## src/rtl/mac_accumulate_stage_if.sv

```systemverilog
// Handshake bundle between the multiplier, the accumulate stage and the
// result writeback path. The DUT side uses the slave modport; the producer/consumer
// side uses the master modport.
//
// Both channels use the same valid/ready rule: a transfer happens on a rising
// clk edge where valid && ready. The sender holds its payload stable while
// valid=1 and ready=0. Valid never depends combinationally on ready.
interface mac_accumulate_stage_if #(
    parameter int MAC_MULT_WIDTH = 16,
    parameter int MAC_ACC_WIDTH  = 32,
    parameter int MAC_CNT_WIDTH  = 16
);
    // product channel (multiplier -> stage)
    logic                      in_valid;
    logic                      in_ready;
    logic                      in_sign;
    logic [MAC_MULT_WIDTH-1:0] in_prod;
    logic                      in_first;
    logic                      in_last;

    // result channel (stage -> writeback)
    logic                      out_valid;
    logic                      out_ready;
    logic [MAC_ACC_WIDTH-1:0]  out_acc;
    logic [MAC_CNT_WIDTH-1:0]  out_count;
    logic                      out_ovf;

    modport master (
        output in_valid, in_sign, in_prod, in_first, in_last, out_ready,
        input  in_ready, out_valid, out_acc, out_count, out_ovf
    );

    modport slave (
        input  in_valid, in_sign, in_prod, in_first, in_last, out_ready,
        output in_ready, out_valid, out_acc, out_count, out_ovf
    );
endinterface

```

## src/rtl/mac_accumulate_stage.sv

```systemverilog
// mac_accumulate_stage: accumulates a framed stream of multiplier products
// into a wide sum and presents the dot-product result, its beat count and a
// sticky overflow flag on a result handshake.
//
// Optional feature: define MAC_ACC_SAT_EN to clamp the stored sum on any beat
// that overflows (signed: to max/min positive/negative value, unsigned: to
// all-ones). Without it the sum wraps modulo 2^MAC_ACC_WIDTH.
//
// dbg_state encoding: 0 = IDLE, 1 = ACCUM, 2 = DONE.
module mac_accumulate_stage #(
    parameter int MAC_MIN_WIDTH  = 8,
    parameter int MAC_MULT_WIDTH = 2 * MAC_MIN_WIDTH,
    parameter int MAC_ACC_WIDTH  = 32,
    parameter int MAC_CNT_WIDTH  = 16
) (
    input  logic                        clk,
    input  logic                        rst_n,
    mac_accumulate_stage_if.slave       bus,
    output logic [1:0]                  dbg_state
);

    typedef enum logic [1:0] {
        S_IDLE  = 2'd0,
        S_ACCUM = 2'd1,
        S_DONE  = 2'd2
    } state_t;

    state_t                     state;
    logic [MAC_ACC_WIDTH-1:0]   acc_q;
    logic [MAC_CNT_WIDTH-1:0]   cnt_q;
    logic                       ovf_q;

    logic                       accept;
    logic                       restart;
    logic [MAC_ACC_WIDTH-1:0]   base;
    logic [MAC_ACC_WIDTH-1:0]   ext;
    logic [MAC_ACC_WIDTH-1:0]   sum;
    logic                       carry;
    logic                       signed_ovf;
    logic                       beat_ovf;
    logic [MAC_ACC_WIDTH-1:0]   sum_store;
    logic [MAC_CNT_WIDTH-1:0]   cnt_next;
    logic                       ovf_next;

    // Input is stalled only while a finished result is waiting to be taken.
    assign bus.in_ready = (state != S_DONE);
    assign accept       = bus.in_valid && bus.in_ready;
    assign dbg_state    = state;

    // A new accumulation starts from zero on a first marker or from IDLE.
    assign restart = bus.in_first || (state == S_IDLE);
    assign base    = restart ? '0 : acc_q;

    // Per-beat extension of the product into the accumulator width.
    assign ext = bus.in_sign ? MAC_ACC_WIDTH'($signed(bus.in_prod))
                             : MAC_ACC_WIDTH'(bus.in_prod);

    // Wide add with carry-out for unsigned overflow detection.
    assign {carry, sum} = {1'b0, base} + {1'b0, ext};

    // Signed overflow: operands agree in sign but the result does not.
    assign signed_ovf = (base[MAC_ACC_WIDTH-1] == ext[MAC_ACC_WIDTH-1]) &&
                        (sum[MAC_ACC_WIDTH-1] != base[MAC_ACC_WIDTH-1]);
    assign beat_ovf   = bus.in_sign ? signed_ovf : carry;

    assign ovf_next = (restart ? 1'b0 : ovf_q) | beat_ovf;
    assign cnt_next = restart ? MAC_CNT_WIDTH'(1)
                              : ((&cnt_q) ? cnt_q : cnt_q + MAC_CNT_WIDTH'(1));

`ifdef MAC_ACC_SAT_EN
    // Clamp the stored sum to the extreme value in the overflow direction.
    always_comb begin
        sum_store = sum;
        if (beat_ovf) begin
            if (!bus.in_sign) begin
                sum_store = '1;
            end else if (!base[MAC_ACC_WIDTH-1]) begin
                sum_store = {1'b0, {(MAC_ACC_WIDTH-1){1'b1}}};
            end else begin
                sum_store = {1'b1, {(MAC_ACC_WIDTH-1){1'b0}}};
            end
        end
    end
`else
    assign sum_store = sum;
`endif

    // Control FSM plus accumulator and registered result outputs.
    always_ff @(posedge clk) begin
        if (!rst_n) begin
            state         <= S_IDLE;
            acc_q         <= '0;
            cnt_q         <= '0;
            ovf_q         <= 1'b0;
            bus.out_valid <= 1'b0;
            bus.out_acc   <= '0;
            bus.out_count <= '0;
            bus.out_ovf   <= 1'b0;
        end else begin
            case (state)
                S_IDLE, S_ACCUM: begin
                    if (accept) begin
                        acc_q <= sum_store;
                        cnt_q <= cnt_next;
                        ovf_q <= ovf_next;
                        if (bus.in_last) begin
                            state         <= S_DONE;
                            bus.out_valid <= 1'b1;
                            bus.out_acc   <= sum_store;
                            bus.out_count <= cnt_next;
                            bus.out_ovf   <= ovf_next;
                        end else begin
                            state <= S_ACCUM;
                        end
                    end
                end
                S_DONE: begin
                    if (bus.out_ready) begin
                        state         <= S_IDLE;
                        bus.out_valid <= 1'b0;
                    end
                end
                default: begin
                    state         <= S_IDLE;
                    bus.out_valid <= 1'b0;
                end
            endcase
        end
    end

endmodule
```

## src/flat_wrapper.sv

```systemverilog
// flat-port wrapper written by rule: the top's interface ports become plain ports
module mac_accumulate_stage_flat 
#(
    parameter int MAC_MIN_WIDTH  = 8,
    parameter int MAC_MULT_WIDTH = 2 * MAC_MIN_WIDTH,
    parameter int MAC_ACC_WIDTH  = 32,
    parameter int MAC_CNT_WIDTH  = 16
)
  (clk, rst_n, dbg_state, bus_in_valid, bus_in_sign, bus_in_prod, bus_in_first, bus_in_last, bus_out_ready, bus_in_ready, bus_out_valid, bus_out_acc, bus_out_count, bus_out_ovf);
  mac_accumulate_stage_if #(.MAC_MULT_WIDTH(MAC_MULT_WIDTH), .MAC_ACC_WIDTH(MAC_ACC_WIDTH), .MAC_CNT_WIDTH(MAC_CNT_WIDTH)) bus_i ();
  input  logic clk;
  input  logic rst_n;
  output logic [1:0] dbg_state;
  input wire logic [$bits(bus_i.in_valid)-1:0] bus_in_valid;
  input wire logic [$bits(bus_i.in_sign)-1:0] bus_in_sign;
  input wire logic [$bits(bus_i.in_prod)-1:0] bus_in_prod;
  input wire logic [$bits(bus_i.in_first)-1:0] bus_in_first;
  input wire logic [$bits(bus_i.in_last)-1:0] bus_in_last;
  input wire logic [$bits(bus_i.out_ready)-1:0] bus_out_ready;
  output wire logic [$bits(bus_i.in_ready)-1:0] bus_in_ready;
  output wire logic [$bits(bus_i.out_valid)-1:0] bus_out_valid;
  output wire logic [$bits(bus_i.out_acc)-1:0] bus_out_acc;
  output wire logic [$bits(bus_i.out_count)-1:0] bus_out_count;
  output wire logic [$bits(bus_i.out_ovf)-1:0] bus_out_ovf;
  assign bus_i.in_valid = bus_in_valid;
  assign bus_i.in_sign = bus_in_sign;
  assign bus_i.in_prod = bus_in_prod;
  assign bus_i.in_first = bus_in_first;
  assign bus_i.in_last = bus_in_last;
  assign bus_i.out_ready = bus_out_ready;
  assign bus_in_ready = bus_i.in_ready;
  assign bus_out_valid = bus_i.out_valid;
  assign bus_out_acc = bus_i.out_acc;
  assign bus_out_count = bus_i.out_count;
  assign bus_out_ovf = bus_i.out_ovf;
  mac_accumulate_stage #(.MAC_MIN_WIDTH(MAC_MIN_WIDTH), .MAC_MULT_WIDTH(MAC_MULT_WIDTH), .MAC_ACC_WIDTH(MAC_ACC_WIDTH), .MAC_CNT_WIDTH(MAC_CNT_WIDTH)) u_core (.clk(clk), .rst_n(rst_n), .bus(bus_i), .dbg_state(dbg_state));
endmodule
```

## config.mk

```make
export PLATFORM = sky130hd
export DESIGN_NAME = mac_accumulate_stage_flat
export DESIGN_NICKNAME = d
export VERILOG_FILES = /design/src/rtl/mac_accumulate_stage_if.sv /design/src/rtl/mac_accumulate_stage.sv /design/src/flat_wrapper.sv
export SDC_FILE = /design/constraint.sdc
export NUM_CORES = 1
export LEC_CHECK = 0
export ABC_CLOCK_PERIOD_IN_PS = 6950
export BUFFER_PORTS_ARGS = -buffer_cell sky130_fd_sc_hd__buf_2
export CORE_MARGIN = 4
export CORE_UTILIZATION = 63
export DETAILED_ROUTE_END_ITERATION = 10
export PLACE_DENSITY = 0.85
export SETUP_SLACK_MARGIN = 0.4
export SYNTH_ARGS = -nofsm -noshare
export SYNTH_HDL_FRONTEND = slang
export SYNTH_SLANG_ARGS = --single-unit
```

## constraint.sdc

```tcl
create_clock -name clk -period 6.95 [get_ports clk]
set_input_delay 0.695 -clock clk [delete_from_list [all_inputs] [get_ports clk]]
set_output_delay 0.695 -clock clk [all_outputs]
set_load 0.005 [all_outputs]
```

======== Word level (Yosys, flattened, before mapping) ========
Index checks and enable logic that the tools add are counted.
word-level totals
  register bits ........................... 101
  latch bits .............................. 0
  memory bits (writable) .................. 0
  bits in read-only memories .............. 0
  bits of input ports ..................... 23
  output and inout bits ................... 53
  logic and storage cells ................. 43
  memories kept ........................... 0
cells by class
  add/sub/neg operators ................... 2
  $mul .................................... 0
  div/mod/pow operators ................... 0
  $lt $le $gt $ge ......................... 0
  eq/ne operators ......................... 8
  shifts and indexed selects .............. 0
  muxes and demuxes ....................... 14
  bitwise gates (word level) .............. 1
  reductions and logical operators ........ 10
operators with widths
  cell                                                              number
  32-bit two-way mux                                                2
  32-bit by 32-bit adder with 33-bit output                         1
  16-bit two-way mux                                                2
  16-bit by 1-bit adder with 16-bit output (second input constant)  1
  16-bit AND reduction                                              1
  2-bit two-way mux                                                 3
  2-bit != test (second input constant)                             3
  3-bit AND reduction                                               2
  1-bit two-way mux                                                 5
  2-bit case mux with 2 select lines                                1
  2-bit AND reduction                                               2
  2-bit by 1-bit == test with 1-bit output (second input constant)  1
  2-bit == test (second input constant)                             1
  1-bit logical AND                                                 2
  2-bit zero test                                                   1
  2-bit by 1-bit != test with 1-bit output (second input constant)  1
  1-bit case mux with 2 select lines                                1
  2-bit OR reduction                                                1
  1-bit == test                                                     1
  1-bit logical OR                                                  1
  1-bit != test                                                     1
  1-bit OR                                                          1

======== Logic depth before layout (Yosys ltp) ========
Gate-level depths: netlist of run 1.
  word-level depth ........................ 8
  mapped depth ............................ 15
  depth with buffers taken out ............ 14

======== Worst setup path before layout of run 1 ========
No wires, ideal clock.
  kind .................................... in2reg
  start point ............................. input bus_in_first
  end point ............................... register u_core.bus.out_ovf
  setup time .............................. 0.074 ns
  arrival time ............................ 3.590 ns
  required time ........................... 6.876 ns
  slack ................................... 3.285 ns
  stages on the path ...................... 14
  buffers on the path ..................... 1
  cell sequence ........................... nor2_1 clkbuf_1 and2_1 ha_1 inv_1 fa_1 nor2b_1 o31a_1 a221oi_4 o21ai_2 a41o_1 a311oi_2 o41a_1 a31oi_1
between the ends
  word-level cells in the longest chain between the ends .. 7
  elaborated cells on any way between the ends .. 9
  classes of those cells .................. add/sub: 1; eq/ne: 2; mux: 3; bitwise: 1; reduce/logical: 2
ends and longest elaborated chain
  item                                       line                           RTL
  start: declaration                         flat_wrapper.sv:17             input wire logic [$bits(bus_i.in_first)-1:0] bus_in_first;
  1-bit logical OR (*)                       mac_accumulate_stage.sv:51     assign restart = bus.in_first || (state == S_IDLE);
  32-bit two-way mux                         mac_accumulate_stage.sv:52     assign base = restart ? '0 : acc_q;
  32-bit by 32-bit adder with 33-bit output  mac_accumulate_stage.sv:59     assign {carry, sum} = {1'b0, base} + {1'b0, ext};
  1-bit != test                              mac_accumulate_stage.sv:63     (sum[MAC_ACC_WIDTH-1] != base[MAC_ACC_WIDTH-1]);
  1-bit logical AND                          mac_accumulate_stage.sv:62     assign signed_ovf = (base[MAC_ACC_WIDTH-1] == ext[MAC_ACC_WIDTH-1]) &&
  1-bit two-way mux                          mac_accumulate_stage.sv:64     assign beat_ovf = bus.in_sign ? signed_ovf : carry;
  1-bit OR (*)                               mac_accumulate_stage.sv:66     assign ovf_next = (restart ? 1'b0 : ovf_q) | beat_ovf;
  end signal: assignment                     mac_accumulate_stage.sv:111    bus.out_ovf <= ovf_next;
  end: declaration                           mac_accumulate_stage_if.sv:35  output in_ready, out_valid, out_acc, out_count, out_ovf
Mark *: on every way between the ends. The rest lies on a longest branch, timed or not.
A chain may end at the register's enable or synchronous reset.

======== Final worst setup path of run 1 ========
  start point ............................. register u_core.state[1], in the netlist u_core.dbg_state[1]
  end point ............................... register u_core.bus.out_ovf
between the ends
  word-level cells in the longest chain between the ends .. 8
  elaborated cells on any way between the ends .. 15
  classes of those cells .................. add/sub: 1; eq/ne: 4; mux: 3; bitwise: 1; reduce/logical: 6
ends and longest elaborated chain
  item                                       line                                                     RTL
  start: declaration                         mac_accumulate_stage.sv:28                               state_t state;
  start signal: assignment                   mac_accumulate_stage.sv:91                               state <= S_IDLE;
  start signal: assignment                   mac_accumulate_stage.sv:107                              state <= S_DONE;
  start signal: assignment                   mac_accumulate_stage.sv:113                              state <= S_ACCUM;
  2-bit zero test                            mac_accumulate_stage.sv:51, mac_accumulate_stage.sv:100
  1-bit logical OR                           mac_accumulate_stage.sv:51
  32-bit two-way mux                         mac_accumulate_stage.sv:52
  32-bit by 32-bit adder with 33-bit output  mac_accumulate_stage.sv:59
  1-bit != test                              mac_accumulate_stage.sv:63
  1-bit logical AND                          mac_accumulate_stage.sv:62
  1-bit two-way mux                          mac_accumulate_stage.sv:64
  1-bit OR                                   mac_accumulate_stage.sv:66
Parallel ways exist; a longest one is shown, timed or not.

==> impl.org, run 1 <==
** Power and ir drop
- Across the VDD grid, the largest voltage drop is 0.111 mV.
- The analysis attributes to cell leakage a power of 0.00286 µW.
- Areal power density over the cells :: 173 nW/µm²

** Clock network
- PostCTS Resize Cnt :: 0
- Number of clock sinks seen by CTS :: 101
- CTS Hold Buffers Added :: 0
- Buffers inserted during clock tree synthesis total 9.
- The later pin in the worst-skew pair is clocked with a latency of 0.38 ns.
- Clock-pin slew of the registers on the worst-case setup and hold paths :: 0.11 ns
- The longest clock path from root to sink contains 2 buffers.
- The H-tree was split into 3 levels.
- TritonCTS built the clock tree.
- Clk Tree Root Cell :: sky130_fd_sc_hd__clkbuf_8
- Postcts setup bufs :: 0

** Final layout
- Most frequent cells in the layout :: sky130_fd_sc_hd__nand2_1 (137), sky130_fd_sc_hd__dfxtp_1 (101), sky130_fd_sc_hd__a21oi_1 (96), sky130_fd_sc_hd__buf_2 (75), sky130_fd_sc_hd__nor2_1 (44)
- Fraction of final layout cells with drive strength greater than 1 :: 0.134
- From synthesis to final layout, the design area changed by 9.51%.
- Final Net Count :: 890
- N_diodes :: 0
- The library cell used most frequently in the layout, excluding fill and tap cells, is sky130_fd_sc_hd__nand2_1.
- The finished cells cover 6620 µm².

** Min path
- Path category of the worst min-delay check :: reg -> reg
- Hold Path Origin :: u_core.acc_q[0]$_SDFFE_PN0P_

** Critical path
- Number of buffer and inverter instances along the worst setup path :: 1
- Peak per-stage delay on the critical path :: 0.69 ns
- The kind of cell with the highest combined delay along the critical path is compound AO/OA/AOI/OAI gates.
- STA classifies the critical path endpoint as a flop.
- For the worst setup path, the data required time is 7.20 ns.
- Startpoint of the most critical register-to-register path :: u_core.dbg_state[1]$_SDFFE_PN0P_
- Beginning of the critical path :: u_core.dbg_state[1]$_SDFFE_PN0P_
- STA classifies the critical path startpoint as a flop.
- Cell-by-cell trace of the critical path :: nor2_1 -> nor2_2 -> buf_4 -> and2_1 -> ha_1 -> a21oi_1 -> o211ai_1 -> a221oi_1 -> o21ai_0 -> a41o_1 -> a311oi_2 -> o41a_1 -> a31oi_1
- For this design, the slowest cell found on the critical path is sky130_fd_sc_hd__nor2_2.
- Critical path fanouts, max :: 24
- The worst setup path is of the reg -> reg kind.
- Arrival time at the worst endpoint :: 4.46 ns

** Timing
- The number of max-slew violations in the final report came to 0.
- Setup violators final :: 0
- Headroom to the max-slew limit :: 0.210
- Based on the critical path, the design can be clocked at up to 237 MHz.
- Between clock sinks in the finished design, the worst skew comes to 0.0157 ns.
- Slew at the pin closest to its max-slew limit :: 1.18 ns
- In the final timing run, aggregate negative setup slack is 0 ns.
- Post-route minimum period :: 4.21 ns
- Final Hold Violating Endpoints :: 0
- Dividing the final minimum period by the clock period gives 0.606.
- Unrepaired setup endpoints after global routing :: false

** Synth
- Nets in the synthesized netlist :: 847
- Share of the synthesized area in the top cell type :: 0.335
- Distinct cell type count of the synthesized netlist :: 61
- The cell count after synthesis came out at 790.
- Counting flops with an async set or reset pin after synthesis yields a share of 0.
- The largest total area in the synthesized netlist belongs to sky130_fd_sc_hd__dfxtp_1.
- Sequential-to-total area share from yosys stat :: 0.335
- The synthesized netlist occupies a cell area of 6040 µm².
- The Yosys step of the flow raised 0 warnings.
- Synth top area cells :: sky130_fd_sc_hd__dfxtp_1 (33%), sky130_fd_sc_hd__nand2_1 (8.6%), sky130_fd_sc_hd__a21oi_1 (8.0%)
- Most frequently used flop master after synthesis :: sky130_fd_sc_hd__dfxtp_1
- FF+latch count, synth :: 101
- Mean area per synthesized cell :: 7.65 µm²
- EDFF count, synth :: 0

** Place
- Routability-driven placement finished with a final weighted congestion of 0.946.
- Estimated wirelength of the detail-placed design :: 10.6 mm
- Placed Instance Area :: 6430 µm²
- Buffers placed on the I/O ports in this run total 75.

** Detailed routing
- The count of nets left with antenna violations once routing finished came out at 0.
- Detailed-route via count :: 6000
- Via density per instance :: 6.20
- Iteration count of the initial detailed-routing pass :: 5
- For this block, the initial DRC count from the detailed router was 393.
- Number of design rule violations left after detail routing :: 0
- WL/cell :: 16.1 µm
- WL final :: 15.5 mm

** Die
- The floorplan step defined a die boundary enclosing 11200 µm².
- Measured along the x axis, the die boundary spans 106 µm.
- Height of the die :: 106 µm
- Core Box Area :: 9280 µm²
- The initial utilization of the core area, before any placement, comes to 0.651.
- I/O pin count :: 76
- Number of standard-cell rows in the floorplan :: 35

** GRT
- Vias in the first global route :: 5703
- Maximum number of pins on one net before global-route repair :: 70
- Global routing finished with a remaining overflow of 0.
- Across every metal layer, demand over resource in global routing totals 0.281.
- The initial antenna violation count came to 0.
- The first global-routing pass estimated 26.4 mm of wire.

** Outcome
- Run status :: finished, final reports clean

** Flow run
- Number of max-cap violations :: 0
## metal layers
| metal | vias up | part of all wire | GRT usage |
|---|---|---|---|
| li1 | 2909 | - | - |
| met1 | 2794 | 0.43 | 0.368 |
| met2 | 271 | 0.47 | 0.479 |
| met3 | 26 | 0.077 | 0.0419 |
| met4 | 0 | 0.015 | 0.0860 |
| met5 | - | 0 | 0 |
## sequential cells by signal, summed over array words and instances, names as in the netlist
name / cells
u_core.bus.out_valid: 1
u_core.bus.out_ovf: 1
u_core.cnt_q: 16
u_core.ovf_q: 1
u_core.bus.out_count: 16
u_core.dbg_state: 2
u_core.bus.out_acc: 32
u_core.acc_q: 32
## worst register-to-register path, stage by stage, from the launching register on
cell and delay (ns):
sky130_fd_sc_hd__dfxtp_1 0.48, sky130_fd_sc_hd__nor2_1 0.10, sky130_fd_sc_hd__nor2_2 0.69, sky130_fd_sc_hd__buf_4 0.40, sky130_fd_sc_hd__and2_1 0.18, sky130_fd_sc_hd__ha_1 0.33
sky130_fd_sc_hd__a21oi_1 0.24, sky130_fd_sc_hd__o211ai_1 0.14, sky130_fd_sc_hd__a221oi_1 0.32, sky130_fd_sc_hd__o21ai_0 0.18, sky130_fd_sc_hd__a41o_1 0.27, sky130_fd_sc_hd__a311oi_2 0.43
sky130_fd_sc_hd__o41a_1 0.26, sky130_fd_sc_hd__a31oi_1 0.09
## where the power goes
group          internal [µW]  switching [µW]  total [µW]
logic                   56.8             110         166
clock network            137             226         364
registers                601            12.5         613
## final timing paths
path	end	slack, ns	depth (start not counted)
worst max-delay path	u_core.bus.out_ovf$_SDFFE_PN0P_	2.74	13
worst min-delay path	u_core.acc_q[0]$_SDFFE_PN0P_	0.46	2
worst max register to register	u_core.bus.out_ovf$_SDFFE_PN0P_	2.74	13
worst min register to register	u_core.acc_q[0]$_SDFFE_PN0P_	0.46	2
## cells in the mapped netlist, drive strengths merged, types with 2 or more instances
library cell	count
nand4	11
o21bai	2
a211o	6
ha	33
nand3	43
a221oi	3
mux2i	2
o21ai	38
a21oi	96
and4	3
nor2	45
a21o	22
o311ai	12
dfxtp	101
nor2b	7
and2	39
or2	5
a211oi	5
or3	9
and3	8
nor4	3
a31oi	5
nor3	15
xnor2	15
a22oi	6
nand2b	6
inv	9
a311o	3
clkbuf	37
a311oi	2
o211ai	5
nand2	138
buf	11
o221ai	4
a21boi	4
xor2	11
o21a	11
nand4b	4
o211a	3
## through the flow
stage	utilization	cells	setup WS (ns)	hold WS (ns)	total power [µW]
after detailed placement	0.693	951	2.57	0.443	789
after global routing	0.713	967	2.42	0.480	1200
final	0.713	967	2.74	0.457	1140
after global placement	0.693	951	2.68	0.437	782
after floorplan	-	790	3.29	0.432	739
after CTS	0.713	967	2.80	0.457	1140
## final cells by class
type / instances / area (µm²)
clock buffers: 10 / 128
clock inverters: 6 / 55.1
fillers: 755 / 2670
inverters: 9 / 33.8
repair buffers: 80 / 413
flip-flops and latches: 101 / 2020
multi-input cells: 632 / 3800
well taps: 129 / 161
## cells by family after synthesis
group / Yosys count / synth area share
buf+inv: 57 / 0.0375
compound gates: 234 / 0.250
mux: 2 / 0.00331
simple gates: 336 / 0.265
xor+xnor: 26 / 0.0377
fa+ha+maj: 34 / 0.0717
flops: 101 / 0.335
(Power assumes the default switching activity.)
==> run 2, diff against run 1 <==
--- a/config.mk
+++ b/config.mk
@@ -5,12 +5,13 @@
 export SDC_FILE = /design/constraint.sdc
 export NUM_CORES = 1
 export LEC_CHECK = 0
-export ABC_CLOCK_PERIOD_IN_PS = 6950
+export ABC_AREA = 1
+export ABC_CLOCK_PERIOD_IN_PS = 3500
 export BUFFER_PORTS_ARGS = -buffer_cell sky130_fd_sc_hd__buf_2
 export CORE_MARGIN = 4
-export CORE_UTILIZATION = 63
+export CORE_UTILIZATION = 53
 export DETAILED_ROUTE_END_ITERATION = 10
-export PLACE_DENSITY = 0.85
+export PLACE_DENSITY = 0.76
 export SETUP_SLACK_MARGIN = 0.4
 export SYNTH_ARGS = -nofsm -noshare
 export SYNTH_HDL_FRONTEND = slang
==> constraint.sdc (replaced) <==
create_clock -name clk -period 3.5 [get_ports clk]
set_input_delay 0.35 -clock clk [delete_from_list [all_inputs] [get_ports clk]]
set_output_delay 0.35 -clock clk [all_outputs]
set_load 0.005 [all_outputs]
==> run 2 against run 1 <==
Hold slack worse by 0.18 ns. Sequential power is 120% higher. Register-to-register slack worse by 2.1 ns. Die area is 24% higher. Fmax is 47% higher. Critical endpoint is now u_core.bus.out_acc[13]$_SDFFE_PN0P_. Highest routed layer unchanged.
==> impl.org, run 2 <==
** Synth
- Synthesis Warnings :: 0 (unchanged)
- Dominant cell type by area after synthesis :: sky130_fd_sc_hd__dfxtp_1
- In the synthesized netlist the dominant register cell turns out to be sky130_fd_sc_hd__dfxtp_1.
- Mean area per synthesized cell :: 6.48 µm² (-15%)
- Nets in the synthesized netlist :: 1041 (+23%)
- Post-synthesis cell area :: 6380 µm² (+5.6%)
- EDFF count, synth :: 0 (unchanged)
- Cell types with the highest counts after synthesis :: sky130_fd_sc_hd__nand2_1 (202), sky130_fd_sc_hd__inv_1 (168), sky130_fd_sc_hd__dfxtp_1 (101)
- Share of the synthesized area in the top cell type :: 0.317 (-0.0178)
- Post-synth ARST share :: 0 (unchanged)
- Distinct cell type count of the synthesized netlist :: 39 (-36%)
- Most numerous cell in the Yosys netlist :: sky130_fd_sc_hd__nand2_1
- Synth top area cells :: sky130_fd_sc_hd__dfxtp_1 (32%), sky130_fd_sc_hd__nand2_1 (12%), sky130_fd_sc_hd__inv_1 (9.9%)
- FF+latch count, synth :: 101 (unchanged)
- The gate count after technology mapping is 984 (+25%).
- Sequential-to-total area share from yosys stat :: 0.317 (-0.0178)

** Final layout
- The number of non-filler instances in the completed layout was 1195 (+24%).
- The count of nets after finishing was 1104 (+24%).
- The area used by multi-input combinational logic came to 3570 µm² (-6.1%).
- In the layout the commonest cells are sky130_fd_sc_hd__nand2_1 (202), sky130_fd_sc_hd__inv_1 (168), sky130_fd_sc_hd__a21oi_1 (100), sky130_fd_sc_hd__dfxtp_1 (100), sky130_fd_sc_hd__nor2_1 (87).
- The largest registers in the layout are u_core.acc_q (32), u_core.bus.out_acc (32).
- The number of inserted filler cells in the final layout was 1121 (+48%).
- Fraction of final layout cells with drive strength greater than 1 :: 0.108 (-0.0253)
- N_diodes :: 0 (unchanged)
- Layout Area Growth over Synthesis :: 12.9%
- Commonest non-fill, non-tap cell in the layout :: sky130_fd_sc_hd__nand2_1
- Area taken by flip-flops and latches :: 2020 µm² (about the same)

** Power and ir drop
- Areal power density over the cells :: 435 nW/µm² (+150%)
- The power dissipated by switching net loads is 971 µW (+180%).
- The largest voltage drop on the vdd net is 0.255 mV (+130%).
- The power share of the clock group is 0.355 (+0.037).
- The static leakage was 0.00386 µW (+35%).
- The portion of total power attributed to combinational logic was 0.216 (+0.071).
- The total power of the final layout is 3130 µW (+170%).
- Internal cell power :: 2160 µW (+170%)
- The register share of total power is 0.429 (-0.107).
- Switching power share of the total :: 0.310 (+0.00507)

** Min path
- Path category of the worst min-delay check :: in -> reg

** Timing
- Minimum hold slack :: 0.279 ns (-0.178 ns)
- The fmax is 348 MHz (+47%).
- Final Hold Violating Endpoints :: 0 (unchanged)
- Final TNS setup :: 0 ns (unchanged)
- The actual slew at the worst max-slew pin was 1.19 ns (+0.0134 ns).
- The final setup skew came to 0.0110 ns (-0.00462 ns).
- Final-report max-slew violation count :: 0 (unchanged)
- The relative slew slack is 0.204 (-0.00614).
- Unrepaired setup endpoints after global routing :: false
- The part of the cycle the worst path needs is 0.821 (+0.215).
- The final worst-path setup slack came to 0.625 ns (-2.11 ns).
- The shortest clock period the worst path allows after layout came to 2.87 ns (-1.34 ns).
- Setup violators final :: 0 (unchanged)

** Die
- The area of the core region is 11600 µm² (+25%).
- Number of standard-cell rows in the floorplan :: 39 (+11%)
- The top-level port count was 76 (unchanged).
- The chip width is 118 µm (+11%).
- Area of the die :: 13900 µm² (+24%)
- The overall die height is 118 µm (+11%).
- The starting utilization of the core area is 0.549 (-0.101).

** GRT
- The global-route wire length before repair was 27.9 mm (+6.0%).
- The largest net degree at the start of global routing was 72 (+2.9%).
- The initial antenna violation count is 0 (unchanged).
- The via count of the first global-routing pass came to 5750 (+0.82%).
- The aggregate global routing overflow was 0 (unchanged).
- Overall track demand over capacity in global routing :: 0.244 (-0.0365)

** Critical path
- WP data required :: 3.81 ns (-3.39 ns)
- Library cell contributing the largest single delay on the critical path :: sky130_fd_sc_hd__o21ai_1
- Crit Path Category :: reg -> reg
- CP dominant cell by count :: sky130_fd_sc_hd__inv_1
- Endpoint kind of the worst setup timing path :: flop
- Cell-by-cell trace of the critical path :: inv_1 -> a21oi_4 -> buf_4 -> nand2_1 -> inv_1 -> ha_1 -> nor2_1 -> nand2_1 -> and2_1 -> a21oi_1 -> o21ai_1 -> inv_1 -> or2_2 -> nand3_1 -> nand2_1 -> inv_1
- Setup slack on the worst flop-to-flop path :: 0.63 ns (-2.11 ns)
- The maximum single-stage delay on the critical path was 0.44 ns (-0.25 ns).
- Among cell families on the critical path, the largest total delay comes from simple AND/OR/NAND/NOR gates.
- The worst path buffer plus inverter count is 5 (+4).
- Arrival time at the worst endpoint :: 3.18 ns (-1.28 ns)
- Critical path fanouts, max :: 15 (-38%)
- Type of origin of the critical path :: flop

** Detailed routing
- Post-DRT Antenna Nets :: 0 (unchanged)
- Iteration count of the initial detailed-routing pass :: 5 (unchanged)
- WL/cell :: 14.4 µm (-11%)
- The post-detailed-routing wire length was 17.2 mm (+11%).
- The total via count after detailed routing is 6348 (+5.8%).
- Number of design rule violations left after detail routing :: 0 (unchanged)
- Via density per instance :: 5.31 (-14%)
- The violation count after the first detailed-route iteration is 504 (+28%).

** Flow run
- Number of max-cap violations :: 0 (unchanged)

** Place
- The number of placed instances, taps included was 1177 (+24%).
- Weighted congestion reported at the end of routability-driven placement :: 0.948 (+0.12%)
- I/O Buffers :: 75 (unchanged)
- Estimated wirelength of the detail-placed design :: 12.7 mm (+20%)
- The pre-CTS setup slack is 0.179 ns (-2.39 ns).

** Clock network
- The deepest clock path buffer count came to 2 (unchanged).
- H-tree depth reported by CTS :: 3 (unchanged)
- The clock input transition at the sequential cells of the worst setup and hold paths was 0.07 ns (-0.04 ns).
- CTS Hold Buffers Added :: 0 (unchanged)
- Clk Tree Root Cell :: sky130_fd_sc_hd__clkbuf_16
- Number of clock sinks seen by CTS :: 101 (unchanged)
- Number of CTS-inserted buffers :: 9 (unchanged)
- The clock latency reported for the late side of the worst-skew pair is 0.36 ns (-0.02 ns).
- CTS tree :: yes

** Outcome
- The flow ran to the end, and the final reports show no timing, DRC or antenna violations.
==> run 2: area by class of cell <==
cell class                 count  area share
clock buffer                   9      0.0313
clock inverter                 7      0.0148
inverter                     171      0.0898
multi-input combinational    679       0.496
sequential                   101       0.281
tap                          143      0.0248
timing repair buffer          85      0.0625
==> run 2: layer usage <==
layer | wire length, µm | vias to the layer above | GRT usage
met1 | 8260 | 2846 | 0.338
met4 | 317 | 0 | 0.0879
met3 | 1020 | 24 | 0.0394
met2 | 7580 | 188 | 0.384
met5 | 0 | - | 0
li1 | - | 3290 | -
==> run 2: worst register-to-register path: cells and delay by family (launching register included) <==
kind / cells / cell delay, ns
compound gates: 3 / 0.79
fa+ha+maj: 1 / 0.15
buf+inv: 5 / 0.57
flops: 1 / 0.40
simple gates: 7 / 0.92
==> run 2: through the flow <==
stage / instance area (µm²) / util
after floorplan: 6380 / -
after global placement: 6840 / 0.589
after detailed placement: 6840 / 0.589
after CTS: 7170 / 0.618
after global routing: 7200 / 0.620
final: 7200 / 0.620
==> run 2: kinds of logic after synthesis <==
group / after synthesis / share of synthesized area
xor gates and xnor gates: 24 / 0.0329
AOI/OAI and AO/OA: 239 / 0.207
buffers and inverters: 204 / 0.126
adders and majority gates: 34 / 0.0679
DFF: 101 / 0.317
and+or+nand+nor: 382 / 0.250
==> run 2: repair_timing <==
action,in CTS,in global routing
gates resized for setup,2,4
pin swaps,0,1
endpoints found under the setup margin,10,38
setup buffers,0,2
==> run 2: path summary, 6_finish.rpt <==
path                                                    startpoint                                  end  cells after the start
worst min register to register  u_core.bus.out_acc[0]$_SDFFE_PN0P_   u_core.bus.out_acc[0]$_SDFFE_PN0P_                      2
worst min-delay path                                 bus_out_ready     u_core.dbg_state[1]$_SDFFE_PN0P_                      3
worst max register to register    u_core.dbg_state[1]$_SDFFE_PN0P_  u_core.bus.out_acc[13]$_SDFFE_PN0P_                     16
worst max-delay path              u_core.dbg_state[1]$_SDFFE_PN0P_  u_core.bus.out_acc[13]$_SDFFE_PN0P_                     16
==> run 2: power groups by stage <==
stage          logic, µW  registers [µW]  clock network, µW
2_1_floorplan        453            1370                  0
6_report             675            1340               1110
5_1_grt              763            1360               1180
3_5_place_dp         666            1370                  0
4_1_cts              671            1340               1130
3_3_place_gp         654            1370                  0
==> run 3, diff against run 2 <==
--- a/config.mk
+++ b/config.mk
@@ -6,7 +6,7 @@
 export NUM_CORES = 1
 export LEC_CHECK = 0
 export ABC_AREA = 1
-export ABC_CLOCK_PERIOD_IN_PS = 3500
+export ABC_CLOCK_PERIOD_IN_PS = 2400
 export BUFFER_PORTS_ARGS = -buffer_cell sky130_fd_sc_hd__buf_2
 export CORE_MARGIN = 4
 export CORE_UTILIZATION = 53
==> constraint.sdc (replaced) <==
create_clock -name clk -period 2.4 [get_ports clk]
set_input_delay 0.24 -clock clk [delete_from_list [all_inputs] [get_ports clk]]
set_output_delay 0.24 -clock clk [all_outputs]
set_load 0.005 [all_outputs]
==> run 3 against run 2 <==
The run now ends with negative setup slack left. Sequential share of layout area is 4.2 points lower. Die area stayed put. Sequential power is 46% higher. Sequential cell count stayed put. Global-route usage is 2.1 points higher. Critical path depth is 1 lower. Final cell count is 7.3% higher. Clock-buffer cell count is 2 higher. Critical path type unchanged. Critical endpoint is now u_core.acc_q[13]$_SDFFE_PN0P_. Largest cell class unchanged. Largest power group unchanged.
==> impl.org, run 3 (synthesized netlist as in run 2, its figures left out) <==
** GRT
- The initial antenna violation count came to 0 (unchanged).
- Maximum number of pins on one net before global-route repair :: 46 (-36%)
- The total global-route track usage came to 0.265 (+0.0210).
- The global-route wire length before repair came to 30.4 mm (+9.0%).
- The via count of the first global-routing pass was 6363 (+11%).
- The aggregate global routing overflow is 0 (unchanged).

** Critical path
- The worst path buffer plus inverter count is 5 (unchanged).
- The maximum fanout along the worst path is 13 (-2).
- Traced cell by cell, the critical path runs through inv_2 -> a21oi_4 -> inv_4 -> buf_12 -> nor2_1 -> ha_1 -> nand2_1 -> nor2_1 -> nand2_1 -> o21ai_4 -> inv_1 -> or2_2 -> nand3_1 -> nand2_1 -> inv_1.
- The maximum single-stage delay on the critical path was 0.34 ns (-0.10 ns).
- STA classifies the critical path endpoint as a flop.
- The cell family contributing the most delay on the critical path is simple AND/OR/NAND/NOR gates.
- Type of origin of the critical path :: flop
- Arrival time at the worst endpoint :: 2.86 ns (-0.32 ns)
- The slowest stage of the critical path is the sky130_fd_sc_hd__dfxtp_2 cell.
- The setup path with the least slack is of type reg -> reg.
- WP data required :: 2.71 ns (-1.10 ns)
- CP dominant cell by count :: sky130_fd_sc_hd__nand2_1

** Outcome
- The flow ran to the end, but the final reports show violations.
- Violations in the final reports :: negative setup slack

** Final layout
- Top Registers :: u_core.acc_q (32), u_core.bus.out_acc (32)
- Final non-filler cell total :: 1282 (+7.3%)
- Most frequent cells in the layout :: sky130_fd_sc_hd__nand2_1 (181), sky130_fd_sc_hd__inv_1 (164), sky130_fd_sc_hd__dfxtp_1 (97), sky130_fd_sc_hd__buf_4 (89), sky130_fd_sc_hd__buf_2 (75)
- Design Area, Final :: 8500 µm² (+18%)
- Leaving out fill and tap cells, the most frequent cell in the layout is sky130_fd_sc_hd__nand2_1.
- Layout Area Growth over Synthesis :: 33.3%
- Fraction of final layout cells with drive strength greater than 1 :: 0.279 (+0.171)
- The count of nets after finishing came to 1191 (+7.9%).
- N_diodes :: 0 (unchanged)
- Filler Cells Inserted :: 913 (-19%)
- The final design utilization came to 0.732 (+0.112).

** Clock network
- CTS Hold Buffers Added :: 0 (unchanged)
- CTS tree :: yes
- Number of CTS-inserted buffers :: 9 (unchanged)
- Buffer levels on the longest clock path :: 2 (unchanged)
- Clk Tree Root Cell :: sky130_fd_sc_hd__clkbuf_16
- The number of H-tree levels came to 3 (unchanged).
- The total number of clock tree sinks is 101 (unchanged).
- Worst-Skew Late Latency :: 0.36 ns (about the same)
- The clock input transition at the sequential cells of the worst setup and hold paths was 0.07 ns (about the same).

** Timing
- Maximum clock frequency :: 392 MHz (+13%)
- The final number of hold-violating endpoints was 0 (unchanged).
- Unrepaired setup endpoints after global routing :: true
- The number of failing setup endpoints in the final timing report was 49 (+49).
- Final critical-path share of the clock period :: 1.06 (+0.242)
- The relative slew slack is 0.657 (+0.453).
- The final setup skew was 0.00910 ns (-0.00193 ns).
- The setup total negative slack was -3.37 ns (-3.37 ns).
- Post-route minimum period :: 2.55 ns (-0.324 ns)
- The number of max-slew violations in the final report came to 0 (unchanged).
- The actual slew at the worst max-slew pin is 0.514 ns (-0.680 ns).
- The final worst-path setup slack came to -0.151 ns (-0.776 ns).

** Detailed routing
- The number of design rule violations left after detail routing is 0 (unchanged).
- Violation count after the first detailed-routing iteration :: 591 (+17%)
- The count of TritonRoute iterations in the first routing pass came to 5 (unchanged).
- The vias per cell came to 5.35 (+0.79%).
- Post-DRT Antenna Nets :: 0 (unchanged)
- The post-detailed-routing wire length was 19.7 mm (+15%).
- The total via count after detailed routing was 6864 (+8.1%).
- The routed length per placed instance was 15.4 µm (+6.9%).

** Die
- The overall die height came to 118 µm (unchanged).
- Starting density of the core :: 0.549 (unchanged)
- The area of the core region came to 11600 µm² (unchanged).
- The top-level port count was 76 (unchanged).
- DIE WIDTH :: 118 µm (unchanged)
- The number of rows in the core area came to 39 (unchanged).
- Area of the die :: 13900 µm² (unchanged)

** Power and ir drop
- The largest voltage drop on the vdd net came to 0.408 mV (+60%).
- Leakage power figure :: 0.00441 µW (+14%)
- Total power consumption of the routed design :: 4810 µW (+53%)
- Areal power density over the cells :: 565 nW/µm² (+30%)

** Place
- The number of placed instances, taps included is 1243 (+5.6%).
- The post-detailed-placement cell area came to 7450 µm² (+9.1%).
- The placer's final routability congestion estimate came to 1.00 (+5.9%).
- I/O Buffers :: 75 (unchanged)
- Estimated wirelength of the detail-placed design :: 13.0 mm (+2.9%)

** Flow run
- Number of max-cap violations :: 0 (unchanged)

** Min path
- The worst hold path belongs to the class in -> reg.
==> run 3: cell types whose count changed in the layout (fill, tap and decap cells not counted), moves of 8 or more <==
cell / change
sky130_fd_sc_hd__nand3_2: +11
sky130_fd_sc_hd__a21oi_1: -29
sky130_fd_sc_hd__nor2_2: +16
sky130_fd_sc_hd__buf_4: +79
sky130_fd_sc_hd__ha_1: -8
sky130_fd_sc_hd__o21ai_1: +23
sky130_fd_sc_hd__nand2_2: +20
sky130_fd_sc_hd__nand2_1: -21
sky130_fd_sc_hd__nor2_1: -17
sky130_fd_sc_hd__a21oi_2: +22
sky130_fd_sc_hd__nand3_1: -11
sky130_fd_sc_hd__o21ai_0: -26
==> run 3: per-stage QoR <==
step / setup slack, ns / hold slack, ns
2_1_floorplan: -0.0375 / 0.426
3_3_place_gp: -0.0643 / 0.446
3_5_place_dp: -0.104 / 0.457
4_1_cts: -0.0407 / 0.179
5_1_grt: -0.337 / 0.210
6_report: -0.151 / 0.180
==> run 3: path summary, 6_finish.rpt <==
path                                startpoint                                end  slack, ns  cells after the start
min reg2reg  u_core.bus.out_valid$_SDFFE_PN0P_  u_core.bus.out_valid$_SDFFE_PN0P_       0.48                      2
max reg2reg   u_core.dbg_state[0]$_SDFFE_PN0P_      u_core.acc_q[13]$_SDFFE_PN0P_      -0.15                     15
min                              bus_out_ready   u_core.dbg_state[1]$_SDFFE_PN0P_       0.18                      3
max           u_core.dbg_state[0]$_SDFFE_PN0P_      u_core.acc_q[13]$_SDFFE_PN0P_      -0.15                     15
==> run 3: worst register-to-register path, delay by kind of cell, from the launching register on <==
kind            cells  cell delay, ns
buf+inv             5            0.47
flops               1            0.34
fa+ha+maj           1            0.26
compound gates      2            0.46
simple gates        7            0.98
==> run 3: area by class of cell <==
class	count	area, µm²	share of cell area
multi-input cells	679	4160	0.490
flip-flops and latches	101	2030	0.239
repair buffers	172	1170	0.138
inverters	171	649	0.0764
clock buffers	11	243	0.0285
well taps	143	179	0.0210
clock inverters	5	66.3	0.00780
==> run 3: metal layers <==
| layer | vias up | GRT usage | part of all wire |
|---|---|---|---|
| met3 | 44 | 0.0351 | 0.050 |
| li1 | 3463 | - | - |
| met4 | 0 | 0.0989 | 0.027 |
| met1 | 3135 | 0.348 | 0.45 |
| met2 | 222 | 0.445 | 0.48 |
| met5 | - | 0 | 0 |
==> run 3: repair_timing <==
action | in CTS | in global routing
setup endpoints to repair | 82 | 87
pin swaps | 29 | 12
setup buffers | 12 | 11
gates resized for setup | 80 | 60
==> run 3: power breakdown <==
part	switching (µW)	leakage, µW	internal [µW]
sequential	99.3	0.000835	1860
combinational	746	0.00343	546
clock	701	0.000148	851
total	1550	0.00441	3260
